<file path="src/rtl/mc_cpu.sv">
// mc_cpu: multi-cycle, non-pipelined MIPS-subset core with one unified memory port.
// FETCH/DECODE/EXEC/MEM/WB sequencing; illegal instructions park the core in HALT until reset.
module mc_cpu #(
    parameter int          ADDR_W   = 16,
    parameter logic [31:0] RESET_PC = 32'h0
) (
    input  logic              Clk,
    input  logic              Clrn,
    output logic              mem_req,
    output logic              mem_we,
    output logic [ADDR_W-1:0] mem_addr,
    output logic [31:0]       mem_wdata,
    input  logic [31:0]       mem_rdata,
    input  logic              mem_ack,
    output logic [ADDR_W-1:0] pc,
    output logic [2:0]        state,
    output logic              halt
);
    typedef enum logic [2:0] {
        FETCH  = 3'd0,
        DECODE = 3'd1,
        EXEC   = 3'd2,
        MEM    = 3'd3,
        WB     = 3'd4,
        HALT   = 3'd5
    } state_t;

    localparam logic [5:0] OP_R    = 6'h00;
    localparam logic [5:0] OP_J    = 6'h02;
    localparam logic [5:0] OP_BEQ  = 6'h04;
    localparam logic [5:0] OP_BNE  = 6'h05;
    localparam logic [5:0] OP_ADDI = 6'h08;
    localparam logic [5:0] OP_ANDI = 6'h0C;
    localparam logic [5:0] OP_ORI  = 6'h0D;
    localparam logic [5:0] OP_LW   = 6'h23;
    localparam logic [5:0] OP_SW   = 6'h2B;
    localparam logic [5:0] FN_ADD  = 6'h20;
    localparam logic [5:0] FN_SUB  = 6'h22;
    localparam logic [5:0] FN_AND  = 6'h24;
    localparam logic [5:0] FN_OR   = 6'h25;
    localparam logic [5:0] FN_SLT  = 6'h2A;

    state_t      st, st_nx;
    logic        active;
    logic [31:0] ir, a, b, aluout, mdr;
    logic [31:0] rf [32];
    logic [5:0]  op, fn, alu_op;
    logic [4:0]  rs, rt, rd, wa;
    logic [31:0] sext, zext, opb, alu_res, jt, br_off, wd;
    logic        is_r, is_imm, is_ldst, is_br, legal, taken, acc;
    logic        unused_bits;

    assign op      = ir[31:26];
    assign rs      = ir[25:21];
    assign rt      = ir[20:16];
    assign rd      = ir[15:11];
    assign fn      = ir[5:0];
    assign sext    = {{16{ir[15]}}, ir[15:0]};
    assign zext    = {16'h0, ir[15:0]};
    assign jt      = {4'h0, ir[25:0], 2'b00};
    assign br_off  = {sext[29:0], 2'b00};
    assign is_r    = op == OP_R;
    assign is_imm  = op == OP_ADDI || op == OP_ANDI || op == OP_ORI;
    assign is_ldst = op == OP_LW || op == OP_SW;
    assign is_br   = op == OP_BEQ || op == OP_BNE;
    assign legal   = is_r ? (fn == FN_ADD || fn == FN_SUB || fn == FN_AND || fn == FN_OR || fn == FN_SLT)
                          : (is_imm || is_ldst || is_br || op == OP_J);

    // Immediate forms reuse the R-type funct encoding to select the ALU operation
    assign alu_op  = is_r ? fn : op == OP_ANDI ? FN_AND : op == OP_ORI ? FN_OR : FN_ADD;
    assign opb     = is_r ? b : (op == OP_ANDI || op == OP_ORI) ? zext : sext;
    assign alu_res = alu_op == FN_SUB ? a - opb :
                     alu_op == FN_AND ? a & opb :
                     alu_op == FN_OR  ? a | opb :
                     alu_op == FN_SLT ? {31'h0, $signed(a) < $signed(opb)} : a + opb;
    assign taken   = (op == OP_BEQ) == (a == b);
    assign wa      = is_r ? rd : rt;
    assign wd      = op == OP_LW ? mdr : aluout;

    // active holds the request low until the first edge after reset release
    assign mem_req   = active && (st == FETCH || st == MEM);
    assign acc       = mem_req && mem_ack;
    assign mem_we    = mem_req && st == MEM && op == OP_SW;
    assign mem_addr  = st == MEM ? {aluout[ADDR_W-1:2], 2'b00} : pc;
    assign mem_wdata = (st == MEM && op == OP_SW) ? b : '0;
    assign state     = st;
    assign halt      = st == HALT;

    assign unused_bits = ^{ir[10:6], jt, br_off, aluout};

    always_ff @(posedge Clk or negedge Clrn) begin
        if (!Clrn) st <= FETCH;
        else       st <= st_nx;
    end

    always_comb begin
        st_nx = st;
        case (st)
            FETCH:   st_nx = acc ? DECODE : FETCH;
            DECODE:  st_nx = !legal ? HALT : op == OP_J ? FETCH : EXEC;
            EXEC:    st_nx = is_br ? FETCH : is_ldst ? MEM : WB;
            MEM:     st_nx = !acc ? MEM : op == OP_LW ? WB : FETCH;
            WB:      st_nx = FETCH;
            default: st_nx = HALT;
        endcase
    end

    always_ff @(posedge Clk or negedge Clrn) begin
        if (!Clrn) begin
            active <= 1'b0;
            pc     <= RESET_PC[ADDR_W-1:0];
            ir     <= '0;
            a      <= '0;
            b      <= '0;
            aluout <= '0;
            mdr    <= '0;
            for (int i = 0; i < 32; i++) rf[i] <= '0;
        end else begin
            active <= 1'b1;
            case (st)
                FETCH: if (acc) begin
                    ir <= mem_rdata;
                    pc <= pc + ADDR_W'(4);
                end
                DECODE: begin
                    a <= rf[rs];
                    b <= rf[rt];
                    if (legal && op == OP_J) pc <= jt[ADDR_W-1:0];
                end
                EXEC: begin
                    aluout <= alu_res;
                    if (is_br && taken) pc <= pc + br_off[ADDR_W-1:0];
                end
                MEM: if (acc && op == OP_LW) mdr <= mem_rdata;
                // rf[0] is never written, so it keeps reading as zero
                WB: if (wa != 5'd0) rf[wa] <= wd;
                default: ;
            endcase
        end
    end
endmodule

</file>
<file path="config.mk">
export PLATFORM = sky130hd
export DESIGN_NAME = mc_cpu
export DESIGN_NICKNAME = d
export VERILOG_FILES = /design/src/rtl/mc_cpu.sv
export SDC_FILE = /design/constraint.sdc
export NUM_CORES = 2
export LEC_CHECK = 0
export CORE_MARGIN = 2
export CORE_UTILIZATION = 55
export DETAILED_ROUTE_END_ITERATION = 8
export PLACE_DENSITY = 0.81
export RECOVER_POWER = 50
export SYNTH_ARGS = -nofsm -noshare
export SYNTH_HDL_FRONTEND = slang
export SYNTH_SLANG_ARGS = --single-unit
</file>
<file path="constraint.sdc">
create_clock -name Clk -period 4.9 [get_ports Clk]
set_input_delay 1.225 -clock Clk [delete_from_list [all_inputs] [get_ports Clk]]
set_output_delay 1.225 -clock Clk [all_outputs]
set_load 0.01 [all_outputs]
</file>
==> metrics.yaml <==
critical_path:
  ff2ff_setup_slack_ns: 0.23
  critPathKind: "reg -> reg"
  endpoint_kind: "register"
  arrival_ns: 5.28
  crit_fanout: 40
  critPathRequiredTime_ns: 5.51
  start_kind: "register"
place:
  port_buffers: 100
  dp_slack_ns: 0.0393
  dp.cells: 7239
  dpl.hpwl_um: 130000
  place_congestion: 0.983
die:
  coreArea_um2: 118000
  fp.dieW_um: 349
  fp.dieH_um: 349
  num_io_pins: 105
  initial_core_util_pct: 55.5
  fp-row-count: 126
  dieArea_um2: 122000
pwr:
  p_per_area_nw_per_um2: 276
  max-vdd-ir-drop_mv: 0.318
  total_power_w: 0.0200
  leakage_nw: 30.3
yosys:
  ys_types: 85
  seq_area_frac_synth_pct: 45.9
  synth-edff-count: 0
  synth-main-ff-cell: "dfrtp_1"
  syn_avg_cell_area_um2: 10.9
  ys_async_sr_fraction_pct: 100
  synth.yosys.warnings: 0
  syn_area_um2: 65600
  synth_seq_cells: 1202
  syn_inst: 5989
global_route:
  grt_max_degree: 130
  antenna_found_initial: 9
  grt_use_total_pct: 35.3
  gr-total-overflow: 0
  grt_pass1_wl_um: 323000
  first_global_vias: 52800
sta:
  tns_ns: 0
  fmax_mhz: 214
  period_needed_ns: 4.67
  finalWorstSetupSlack_ns: 0.227
  worstMarginPinSlew_ns: 4.05
  skew_ns: 0.0243
  finalHoldViolations: 0
  rsz0062_at_grt: "no"
  slew_headroom_pct: -170
  setup_viol: 0
  slew_viol_final: 122
  period_share_pct: 95.4
route:
  ant_nets: 0
  drt_iter0_drc: 6964
  wl_um: 213000
  wl_per_cell_um: 28.6
  drc: 0
  routed_via_density: 6.94
  vias: 51700
  first_pass_iters: 9
clock_network:
  htree_levels: 3
  cts_buffers: 116
  cts_tree: "yes"
  cts.sink_count: 1202
  clockBufferDepth: 3
  clockRootBuffer: "clkbuf_16"
  path_clk_slew_ns: 0.07
  clock_latency_ns: 0.74
finish:
  fillers: 8590
  final_cell_mix: "dfrtp_1 (1192), nand2_1 (862), mux4_2 (640)"
  final_nets: 5971
  layout-drive-gt1-share_pct: 19.9
  area_growth_pct: 10.8
  final_cell_count_no_fill: 7458
  postLayoutCoreUtil_pct: 61.4
  final_common_cell: "dfrtp_1"
flow_run:
  drv_cap: 1
status:
  status: "finished with violations"
  violations: "max-capacitance violations, max-slew violations"
worst_hold_path:
  hold_class: "reg -> reg"
[critical path: stages, from the launching register on]
cell and delay [ns]:
dfrtp_1 0.42, or4_4 0.56, or3_2 0.48, buf_12 0.22
nand2_1 0.09, nand2_1 0.08, ha_1 0.21, inv_1 0.08
fa_1 0.21, nor2b_1 0.24, o311a_1 0.29, o2111ai_2 0.23
a21o_2 0.30, o211a_1 0.29, or2_2 0.32, o22ai_1 0.20
o2111a_1 0.19, o221ai_1 0.10
[path summary, 6_finish.rpt]
| path | start | endpoint | cells past startpoint |
|---|---|---|---|
| min in group asynchronous | Clrn | rf[584] | 1 |
| max in group asynchronous | Clrn | rf[930] | 2 |
| worst min-delay path | rf[999] | rf[999] | 0 |
| worst max-delay path | ir[31] | aluout[0] | 17 |
| worst max register to register | ir[31] | aluout[0] | 17 |
| worst min register to register | rf[999] | rf[999] | 0 |
[layout make-up]
cell class / count / area, um^2 / area share (%)
Antenna cell: 3 / 7.51 / 0.0103
Sequential cell: 1202 / 30100 / 41.4
Timing Repair Buffer: 292 / 2860 / 3.94
Clock inverter: 53 / 786 / 1.08
Tap cell: 1536 / 1920 / 2.65
Multi-Input combinational cell: 4110 / 33200 / 45.7
Clock buffer: 163 / 3370 / 4.64
Inverter: 99 / 372 / 0.511
[cells by family after synthesis]
group,Yosys count,share of synthesized area [%]
AOI/OAI and AO/OA,1455,12.1
buffers and inverters,680,4.12
DFF,1202,45.9
and+or+nand+nor,1688,10.6
muxes,775,24.1
adders and majority gates,115,2.23
other,2,0.0115
xor gates and xnor gates,72,0.962
[cells in the mapped netlist, types with 20 or more instances]
library cell | number | share of area (%)
nand2_1 | 874 | 5.0
o21ai_0 | 627 | 4.8
buf_2 | 78 | 0.60
clkbuf_1 | 424 | 2.4
mux4_2 | 640 | 22
dfrtp_1 | 1202 | 46
nor3_1 | 30 | 0.23
mux2i_1 | 102 | 1.6
inv_1 | 99 | 0.57
and2_1 | 47 | 0.45
a21oi_1 | 572 | 4.4
nor2_1 | 599 | 3.4
xor2_1 | 39 | 0.52
o21ai_1 | 38 | 0.29
xnor2_1 | 33 | 0.44
buf_1 | 69 | 0.39
mux2_2 | 33 | 0.57
o21a_1 | 20 | 0.23
a31oi_1 | 34 | 0.32
ha_1 | 112 | 2.1
[timing repair]
action	4_1_cts	5_1_grt
hold buffers	0	0
gates resized for setup	0	13
hold endpoints to repair	0	0
setup endpoints to repair	0	23
setup buffers	0	0
[registers in the layout, summed over array words and instances (netlist names)]
register,cells
rf,1024
a,32
aluout,32
b,32
ir,32
mdr,32
pc,14
state,3
active,1
[power breakdown]
part | switching, W | internal, W | total [W]
Sequential | 0.000000261 | 0.00992 | 0.00992
Combinational | 0.000215 | 0.0000480 | 0.000263
Clock | 0.00418 | 0.00566 | 0.00984
[stage by stage]
step,hold WS (ns),instance area [um^2]
finish,0.397,72700
global route,0.403,72600
CTS,0.397,72600
detailed placement,0.383,68500
global placement,0.376,68500
floorplan,0.438,65600
[per-layer routing]
| metal | GRT usage, % | wire [um] |
|---|---|---|
| met1 | 45.1 | 74800 |
| met2 | 53.8 | 97200 |
| met5 | 0.0392 | 85 |
| met3 | 9.93 | 26600 |
| met4 | 21.6 | 14700 |
No activity file was read; power rests on OpenSTA's default activity.
